### src/rtl/main_1.sv
// ---------------------------------------------------------------------------
// main_1 : closed-loop six-step BLDC motor controller.
//
// Measures rotor speed by counting encoder rising edges per fixed window,
// runs a PI loop toward a target speed, turns the result into an 8-bit PWM
// duty, and drives Hall-sensor commutation of a three-phase bridge.
// In the active sector, the high-side gate is PWM-chopped and the low-side
// gate is held on. Every sector change forces all gates off for a dead time.
//
// Parameters:
//   VEL_WINDOW : clock cycles per speed-measurement window
//   KP         : proportional gain (unsigned integer multiplier)
//   ACC_SHIFT  : arithmetic right shift applied to the integrator
//   PWM_DIV    : clock cycles per PWM counter step
//   DEADTIME   : all-gates-off cycles after a sector change (>= 1)
//
// Ports:
//   CLK           in   system clock
//   RST           in   synchronous active-high reset
//   H1, H2, H3    in   Hall sensors (asynchronous)
//   ticks_encoder in   encoder pulse (asynchronous), one count per rising edge
//   target_vel    in   [9:0] target speed in encoder edges per window
//   Ki            in   [3:0] integral gain (unsigned)
//   A/AA, B/BB,
//   C/CC          out  high-side / low-side gates of phases A, B, C
// ---------------------------------------------------------------------------
module main_1 #(
    parameter int VEL_WINDOW = 12500000,
    parameter int KP         = 4,
    parameter int ACC_SHIFT  = 4,
    parameter int PWM_DIV    = 8,
    parameter int DEADTIME   = 4
) (
    input  logic       CLK,
    input  logic       RST,
    input  logic       H1,
    input  logic       H2,
    input  logic       H3,
    input  logic       ticks_encoder,
    input  logic [9:0] target_vel,
    input  logic [3:0] Ki,
    output logic       A,
    output logic       AA,
    output logic       B,
    output logic       BB,
    output logic       C,
    output logic       CC
);

    localparam int WIN_W = (VEL_WINDOW > 1) ? $clog2(VEL_WINDOW) : 1;
    localparam int DIV_W = (PWM_DIV > 1) ? $clog2(PWM_DIV) : 1;
    localparam int DT_W  = $clog2(DEADTIME + 1);
    localparam logic signed [17:0] KP_S = 18'(KP);

    // Registered state
    logic [2:0]        hall_s1_q, hall_s1_d;
    logic [2:0]        hall_s2_q, hall_s2_d;
    logic [2:0]        hall_last_q, hall_last_d;
    logic              enc_s1_q, enc_s1_d;
    logic              enc_s2_q, enc_s2_d;
    logic              enc_prev_q, enc_prev_d;
    logic [WIN_W-1:0]  win_cnt_q, win_cnt_d;
    logic [9:0]        edge_cnt_q, edge_cnt_d;
    logic [9:0]        meas_vel_q, meas_vel_d;
    logic              pi_go_q, pi_go_d;
    logic signed [15:0] acc_q, acc_d;
    logic [7:0]        duty_q, duty_d;
    logic [7:0]        duty_act_q, duty_act_d;
    logic [DIV_W-1:0]  div_cnt_q, div_cnt_d;
    logic [7:0]        pwm_cnt_q, pwm_cnt_d;
    logic [DT_W-1:0]   dt_cnt_q, dt_cnt_d;
    logic [5:0]        gates_q, gates_d;

    // Combinational intermediates
    logic               enc_rise;
    logic               win_last;
    logic [9:0]         edge_cnt_inc;
    logic signed [10:0] err;
    logic signed [17:0] err_ext;
    logic signed [17:0] ki_ext;
    logic signed [17:0] ki_term;
    logic signed [17:0] acc_sum;
    logic signed [15:0] acc_new;
    logic signed [17:0] acc_new_ext;
    logic signed [17:0] p_term;
    logic signed [17:0] i_term;
    logic signed [17:0] u;
    logic [7:0]         duty_new;
    logic               div_last;
    logic               pwm_on;
    logic               hall_chg;
    logic [5:0]         drive;

    // Synchronisers, speed measurement and window timing.
    // An edge seen on the terminal cycle is folded into the closing window.
    always_comb begin
        hall_s1_d  = {H1, H2, H3};
        hall_s2_d  = hall_s1_q;
        enc_s1_d   = ticks_encoder;
        enc_s2_d   = enc_s1_q;
        enc_prev_d = enc_s2_q;

        enc_rise = enc_s2_q & ~enc_prev_q;
        win_last = (win_cnt_q == WIN_W'(VEL_WINDOW - 1));

        if (enc_rise && (edge_cnt_q != 10'h3FF)) begin
            edge_cnt_inc = edge_cnt_q + 10'd1;
        end else begin
            edge_cnt_inc = edge_cnt_q;
        end

        meas_vel_d = meas_vel_q;
        if (win_last) begin
            win_cnt_d  = '0;
            edge_cnt_d = '0;
            meas_vel_d = edge_cnt_inc;
        end else begin
            win_cnt_d  = win_cnt_q + WIN_W'(1);
            edge_cnt_d = edge_cnt_inc;
        end
        pi_go_d = win_last;
    end

    // PI controller. Runs the cycle after meas_vel loads. The integrator
    // saturates instead of wrapping so a long stall cannot flip its sign,
    // and the proportional sum uses the freshly updated integrator.
    always_comb begin
        err     = $signed({1'b0, target_vel}) - $signed({1'b0, meas_vel_q});
        err_ext = {{7{err[10]}}, err};
        ki_ext  = $signed({14'd0, Ki});
        ki_term = ki_ext * err_ext;
        acc_sum = $signed({{2{acc_q[15]}}, acc_q}) + ki_term;

        if (acc_sum > 18'sd32767) begin
            acc_new = 16'sh7FFF;
        end else if (acc_sum < -18'sd32768) begin
            acc_new = 16'sh8000;
        end else begin
            acc_new = acc_sum[15:0];
        end

        acc_new_ext = {{2{acc_new[15]}}, acc_new};
        i_term      = acc_new_ext >>> ACC_SHIFT;
        p_term      = err_ext * KP_S;
        u           = p_term + i_term;

        if (u < 18'sd0) begin
            duty_new = 8'd0;
        end else if (u > 18'sd255) begin
            duty_new = 8'd255;
        end else begin
            duty_new = u[7:0];
        end

        acc_d  = acc_q;
        duty_d = duty_q;
        if (pi_go_q) begin
            acc_d  = acc_new;
            duty_d = duty_new;
        end
    end

    // PWM timebase. The active duty is only refreshed as the counter wraps
    // to zero, so a PI update can never shorten or stretch a running pulse.
    always_comb begin
        div_last   = (div_cnt_q == DIV_W'(PWM_DIV - 1));
        pwm_cnt_d  = pwm_cnt_q;
        duty_act_d = duty_act_q;
        if (div_last) begin
            div_cnt_d = '0;
            pwm_cnt_d = pwm_cnt_q + 8'd1;
            if (pwm_cnt_q == 8'hFF) begin
                duty_act_d = duty_q;
            end
        end else begin
            div_cnt_d = div_cnt_q + DIV_W'(1);
        end
        pwm_on = (pwm_cnt_q < duty_act_q);
    end

    // Commutation table, gate order {A, AA, B, BB, C, CC}. Each entry selects
    // at most one gate per phase, which keeps high and low side exclusive.
    always_comb begin
        case (hall_s2_q)
            3'b100:  drive = {pwm_on, 1'b0,   1'b0,   1'b1, 1'b0,   1'b0};
            3'b101:  drive = {pwm_on, 1'b0,   1'b0,   1'b0, 1'b0,   1'b1};
            3'b001:  drive = {1'b0,   1'b0,   pwm_on, 1'b0, 1'b0,   1'b1};
            3'b011:  drive = {1'b0,   1'b1,   pwm_on, 1'b0, 1'b0,   1'b0};
            3'b010:  drive = {1'b0,   1'b1,   1'b0,   1'b0, pwm_on, 1'b0};
            3'b110:  drive = {1'b0,   1'b0,   1'b0,   1'b1, pwm_on, 1'b0};
            default: drive = 6'b000000;
        endcase
    end

    // Dead-time sequencing. The change cycle itself already produces an
    // off cycle, so the counter is loaded with DEADTIME-1 to give exactly
    // DEADTIME all-off output cycles before the new sector drives.
    always_comb begin
        hall_chg    = (hall_s2_q != hall_last_q);
        hall_last_d = hall_s2_q;
        dt_cnt_d    = dt_cnt_q;
        gates_d     = drive;
        if (hall_chg) begin
            dt_cnt_d = DT_W'(DEADTIME - 1);
            gates_d  = 6'b000000;
        end else if (dt_cnt_q != '0) begin
            dt_cnt_d = dt_cnt_q - DT_W'(1);
            gates_d  = 6'b000000;
        end
    end

    // State register. Reset clears everything and arms the dead time.
    always_ff @(posedge CLK) begin
        if (RST) begin
            hall_s1_q   <= '0;
            hall_s2_q   <= '0;
            hall_last_q <= '0;
            enc_s1_q    <= 1'b0;
            enc_s2_q    <= 1'b0;
            enc_prev_q  <= 1'b0;
            win_cnt_q   <= '0;
            edge_cnt_q  <= '0;
            meas_vel_q  <= '0;
            pi_go_q     <= 1'b0;
            acc_q       <= '0;
            duty_q      <= '0;
            duty_act_q  <= '0;
            div_cnt_q   <= '0;
            pwm_cnt_q   <= '0;
            dt_cnt_q    <= DT_W'(DEADTIME);
            gates_q     <= '0;
        end else begin
            hall_s1_q   <= hall_s1_d;
            hall_s2_q   <= hall_s2_d;
            hall_last_q <= hall_last_d;
            enc_s1_q    <= enc_s1_d;
            enc_s2_q    <= enc_s2_d;
            enc_prev_q  <= enc_prev_d;
            win_cnt_q   <= win_cnt_d;
            edge_cnt_q  <= edge_cnt_d;
            meas_vel_q  <= meas_vel_d;
            pi_go_q     <= pi_go_d;
            acc_q       <= acc_d;
            duty_q      <= duty_d;
            duty_act_q  <= duty_act_d;
            div_cnt_q   <= div_cnt_d;
            pwm_cnt_q   <= pwm_cnt_d;
            dt_cnt_q    <= dt_cnt_d;
            gates_q     <= gates_d;
        end
    end

    assign {A, AA, B, BB, C, CC} = gates_q;

endmodule

### config.mk
export PLATFORM = sky130hd
export DESIGN_NAME = main_1
export DESIGN_NICKNAME = d
export VERILOG_FILES = /design/src/rtl/main_1.sv
export SDC_FILE = /design/constraint.sdc
export NUM_CORES = 1
export LEC_CHECK = 0
export CAP_MARGIN = 20
export CORE_MARGIN = 2
export CORE_UTILIZATION = 63
export DETAILED_ROUTE_END_ITERATION = 10
export PLACE_DENSITY_LB_ADDON = 0.12
export SYNTH_ARGS = -nofsm -noshare
export SYNTH_HDL_FRONTEND = slang
export SYNTH_SLANG_ARGS = --single-unit
### constraint.sdc
create_clock -name CLK -period 13.45 [get_ports CLK]
set_input_delay 4.035 -clock CLK [delete_from_list [all_inputs] [get_ports CLK]]
set_output_delay 4.035 -clock CLK [all_outputs]
set_load 0.005 [all_outputs]
-- After elaboration in Yosys (flattened, before gate mapping)
Cells that the tools add are included.
- register bits: 109
- input port bits: 20
- output and inout bits: 6
- logic and storage cells: 59
- add/sub/neg operators: 8
- multiply operators: 1
- $lt $le $gt $ge: 5
- equality and inequality tests: 11
- multiplexer cells: 8
- bitwise gates (word level): 2
- reduce and logical (&&, ||, !) cells: 7
- operator list (kind ; count):
    $pmux 6 s6 ; 1
    $mux 16 ; 2
    $add 24x1->24 const B ; 1
    $eq 24x24->1 const B ; 1
    $add 16x16->17 ; 1
    $gt 17x16->1 const B ; 1
    $lt 17x16->1 const B ; 1
    $mul 5x11->16 ; 1
    $mux 8 ; 2
    $add 13x12->14 ; 1
    $gt 14x9->1 const B ; 1
    $lt 14x1->1 const B ; 1
    $eq 3x3->1 const B ; 4
    $sub 10x10->11 ; 1
    $add 10x1->10 const B ; 1
    $mux 10 ; 1
    $ne 10x10->1 const B ; 1
    $add 8x1->8 const B ; 1
    $eq 8x8->1 const B ; 1
    $lt 8x8->1 ; 1
    $eq 3x2->1 const B ; 2
    $mux 3 ; 2
    $reduce_or 2->1 ; 2
    $add 3x1->3 const B ; 1
    other kinds (10) ; 10

-- Depth between registers and ports, before layout
- depth after elaboration: 10
- mapped depth: 37
- mapped depth without buffers: 35

-- Worst setup path after synthesis
No wires, ideal clock.
- kind: input -> register
- start: input target_vel[0]
- end: register duty_q[4]
- setup time: 0.132 ns
- arrival time: 11.335 ns
- data required time: 13.318 ns
- setup slack: 1.983 ns
- stages on the path: 36
- buffers on the path: 2
- cell sequence: inv_1 ha_1 inv_1 fa_1 a21o_1 a21oi_1 o21bai_1 a21oi_1 o21ai_0 a31oi_1 and2_1 fa_1 fa_1 inv_1 fa_1 inv_1 ha_1 a21o_1 a21oi_2 o21ai_0 a31o_2 xnor2_4 buf_2 nand2_1 nand2_1 ha_1 inv_1 fa_1 nor2b_1 o31a_1 o22ai_1 xnor2_1 or3_1 clkbuf_1 o31ai_1 a21oi_1
- cells in the longest elaborated chain, start to end: 10
- elaborated cells on any way between the ends: 12
- those cells by class: add/sub (3); mul (1); order compare (4); mux (4)
- ends and longest elaborated chain (what ; RTL line ; source):
    from (decl) ; 40 ; input logic [9:0] target_vel,
    $sub 10x10->11 (*) ; 128 ; err = $signed({1'b0, target_vel}) - $signed({1'b0, meas_vel_q});
    $mul 5x11->16 (*) ; 131 ; ki_term = ki_ext * err_ext;
    $add 16x16->17 (*) ; 132 ; acc_sum = $signed({{2{acc_q[15]}}, acc_q}) + ki_term;
    $lt 17x16->1 ; 136 ; end else if (acc_sum < -18'sd32768) begin
    $mux 16 ; 136 ;
    $mux 16 (*) ; 134 ; if (acc_sum > 18'sd32767) begin
    named net acc_new[6] ; 83 ; logic signed [15:0] acc_new;
    $add 13x12->14 (*) ; 145 ; u = p_term + i_term;
    $gt 14x9->1 ; 149 ; end else if (u > 18'sd255) begin
    $mux 8 ; 149 ;
    $mux 8 (*) ; 147 ; if (u < 18'sd0) begin
    to (signal assigned) ; 244 ; duty_q <= duty_d;
    to (decl) ; 67 ; logic [7:0] duty_q, duty_d;
The timed path passes the listed nets; every way through them passes the cells marked *.
A chain may end at the register's enable or synchronous reset.

-- Worst setup path in the final report
- start: input target_vel[0]
- end: register duty_q[6]
The elaborated chain is that of the path after synthesis.

==> impl_metrics.tcl <==
set metrics [dict create \
    crit_path_end_kind "flip-flop" \
    worstSkewPairLatency_ps 350 \
    clk_path_buf_depth 2 \
    h-tree-depth 3 \
    swShare_pct 40.3 \
    setup.worst_path.start "target_vel[0]" \
    io_buffers 25 \
    peakVddDrop_mv 0.105 \
    drt_wl_total_um 17300 \
    synth_cell_type_count 69 \
    status "completed" \
    cts_tree "done" \
    drt_first_iter_violations 453 \
    synthAdderAreaFrac_pct 22.2 \
    netlist_top_cells_count "118 x inv_1, 109 x dfxtp_1, 106 x nor2_1, 68 x ha_1, 52 x nand2_1" \
    yosysWarnings 0 \
    criticalPathCategory "in -> reg" \
    holdPathStages 1 \
    synth_edf_count 0 \
    grt_max_degree 68 \
    synth_seq_area_share_pct 28.3 \
    worst_pin_slew_ps 967 \
    p_per_area_nw_per_um2 152 \
    slew_violations 0 \
    cts_resized 0 \
    hp-class "reg -> reg" \
    finalHoldViolations 0 \
    grt_overflow_total 0 \
    crit_buf_inv 8 \
    slowest_stage "fa_1" \
    slew_headroom_pct 33.9 \
    avgRoutedWirePerCell_um 16.3 \
    cts_sinks 109 \
    switchingPower_w 0.000515 \
    cp_slowest_stage_delay_ps 530 \
    core_um2 12000 \
    avgSynthCellArea_um2 8.61 \
    vias 6343 \
    synth_simple_gate_area_share_pct 18.3 \
    rsz0062_at_grt "false" \
    cts_setup_buffers 0 \
    detail-route-antenna-nets 0 \
    synth_mux_area_share_pct 1.70 \
    holdCritStartpoint "hall_s1_q[2]$_SDFF_PP0_" \
    drive_above_1_share_pct 5.13 \
    rows 40 \
    diodes 0 \
    period_share_pct 93.0 \
    setup_viol 0 \
    start_util_pct 64.5 \
    drc 0 \
    cp.arrival_ps 12710 \
    power.leakage_nw 3.50 \
    crit_required_ps 13650 \
    postPlaceCellArea_um2 8070 \
    cts-root-buf "clkbuf_16" \
    via_per_inst 5.96 \
    yosysMostFrequentCell "inv_1" \
    die-area_um2 13100 \
    die-height_um 115 \
    firstDrtPassIters 6 \
    area_growth_pct 9.01 \
    layout_min_cycle_time_ps 12510 \
    start_kind "primary input" \
    r2r-start "meas_vel_q[0]$_SDFFE_PP0P_" \
    crit_top_cell "inv_1" \
    finalSetupTns_ps 0 \
    clkTransAtPathRegs_ps 70 \
    comb_power_share_pct 51.5 \
    async_reset_ff_share_pct 0 \
    synth_top_area_share_pct 28.3 \
    antenna_found_initial 0 \
    clock_power_share_pct 22.7 \
    hpwl_um 13400 \
    synth_area_um2 7710 \
    grt_use_total_pct 27.6 \
    syn-instance-count 896 \
    grt_pass1_vias 6296 \
    synthXorXnorAreaFrac_pct 7.97 \
    synthesis.nets 1025 \
    fmax_mhz 79.9 \
    cts_made_buffers 9 \
    critPathMaxFanout 15 \
    cp_num_cells 35 \
    synthTopCellsByArea "dfxtp_1 28%, ha_1 11%, fa_1 11%" \
    worstRegToRegCells 33 \
    synth_top_family_by_area "adder cells" \
    sequentialPowerShare_pct 25.9 \
    fin_area_um2 8410 \
    finalNetCount 1041 \
    ys_ff_latch 109 \
    gp_congestion 0.971 \
    ios 26 \
    synth_top_area_cell "dfxtp_1" \
    fp.dieW_um 115 \
    grt_pass1_wl_um 29300 \
    internal_power_w 0.000762 \
    critPathTopFamily "compound AO/OA/AOI/OAI gates" \
    synthFlopType "dfxtp_1" \
    max-cap-violations 0 \
    clock_skew_ps 5.74 \
    cts_hold_buf 0 \
    synth-compound-area-share_pct 14.4 \
]
-- flip-flops by register name, indices dropped and copies added (netlist names) --
name         count
win_cnt_q       24
acc_q           16
edge_cnt_q      10
meas_vel_q      10
duty_act_q       8
duty_q           8
pwm_cnt_q        8
gates_q          6
div_cnt_q        3
dt_cnt_q         3
hall_last_d      3
hall_last_q      3
hall_s1_q        3
enc_prev_d       1
enc_prev_q       1
enc_s1_q         1
pi_go_q          1
-- final cells by class --
type / instances / area, um^2
timing repair buffer: 29 / 275
fill: 953 / 3560
clock buffer: 11 / 253
inverter: 120 / 450
clock inverter: 5 / 82.6
tap: 147 / 184
multi-input combinational: 643 / 4980
sequential: 109 / 2180
-- kinds of logic (layout without fill, tap and decap cells) --
family / after synthesis / in the layout
compound gates: 158 / 158
xor+xnor: 68 / 68
fa+ha+maj: 113 / 113
buf+inv: 144 / 165
flops: 109 / 109
mux: 13 / 13
simple gates: 291 / 291
-- power by group through the flow --
| stage | Clock [W] | Sequential, W | Combinational, W |
|---|---|---|---|
| 2_1_floorplan | 0 | 0.000337 | 0.000502 |
| 3_3_place_gp | 0 | 0.000337 | 0.000621 |
| 3_5_place_dp | 0 | 0.000338 | 0.000638 |
| 4_1_cts | 0.000293 | 0.000330 | 0.000645 |
| 5_1_grt | 0.000305 | 0.000331 | 0.000722 |
| 6_report | 0.000289 | 0.000330 | 0.000657 |
-- worst register-to-register path, delay by kind of cell, from the launching register on --
| family | cells | cell delay (ps) |
|---|---|---|
| xor+xnor | 1 | 400 |
| simple gates | 2 | 830 |
| compound gates | 16 | 3300 |
| fa+ha+maj | 8 | 3090 |
| flops | 1 | 330 |
| buf+inv | 6 | 620 |
-- worst paths after layout --
check        slack [ps]                        end
min reg2reg         440  hall_last_d[2]$_SDFF_PP0_
min                 440  hall_last_d[2]$_SDFF_PP0_
max reg2reg        4750     duty_q[6]$_SDFFE_PP0P_
max                 940     duty_q[6]$_SDFFE_PP0P_
-- layer usage --
| layer | up-vias | track usage (%) | part of all wire [%] |
|---|---|---|---|
| met2 | 178 | 49.5 | 51 |
| met1 | 3073 | 34.1 | 43 |
| met5 | - | 0 | 0 |
| li1 | 3060 | - | - |
| met3 | 32 | 2.38 | 4.3 |
| met4 | 0 | 11.3 | 2.6 |
-- per-stage QoR --
stage	worst slack (ps)	instances	total power, W	hold slack [ps]	utilization [%]
2_1_floorplan	1980	896	0.000839	404	-
3_3_place_gp	1020	1048	0.000959	412	67.5
3_5_place_dp	704	1048	0.000975	425	67.5
4_1_cts	1020	1064	0.00127	437	70.3
5_1_grt	343	1064	0.00136	459	70.3
6_report	942	1064	0.00128	438	70.3
-- cells in the final DEF, fill, tap and decap left out, drive strengths merged, types with 16 or more instances in the layout --
cell / netlist / layout
inv: 119 / 119
dfxtp: 109 / 109
nor2: 106 / 106
ha: 68 / 68
nand2: 52 / 52
fa: 41 / 41
a21oi: 37 / 37
xnor2: 37 / 37
xor2: 31 / 31
o21ai: 30 / 30
and2: 25 / 25
clkdlybuf4s50: 0 / 24
nor3: 21 / 21
a211oi: 19 / 19
nor2b: 18 / 18
nand3: 16 / 16
(Power assumes the default switching activity.)
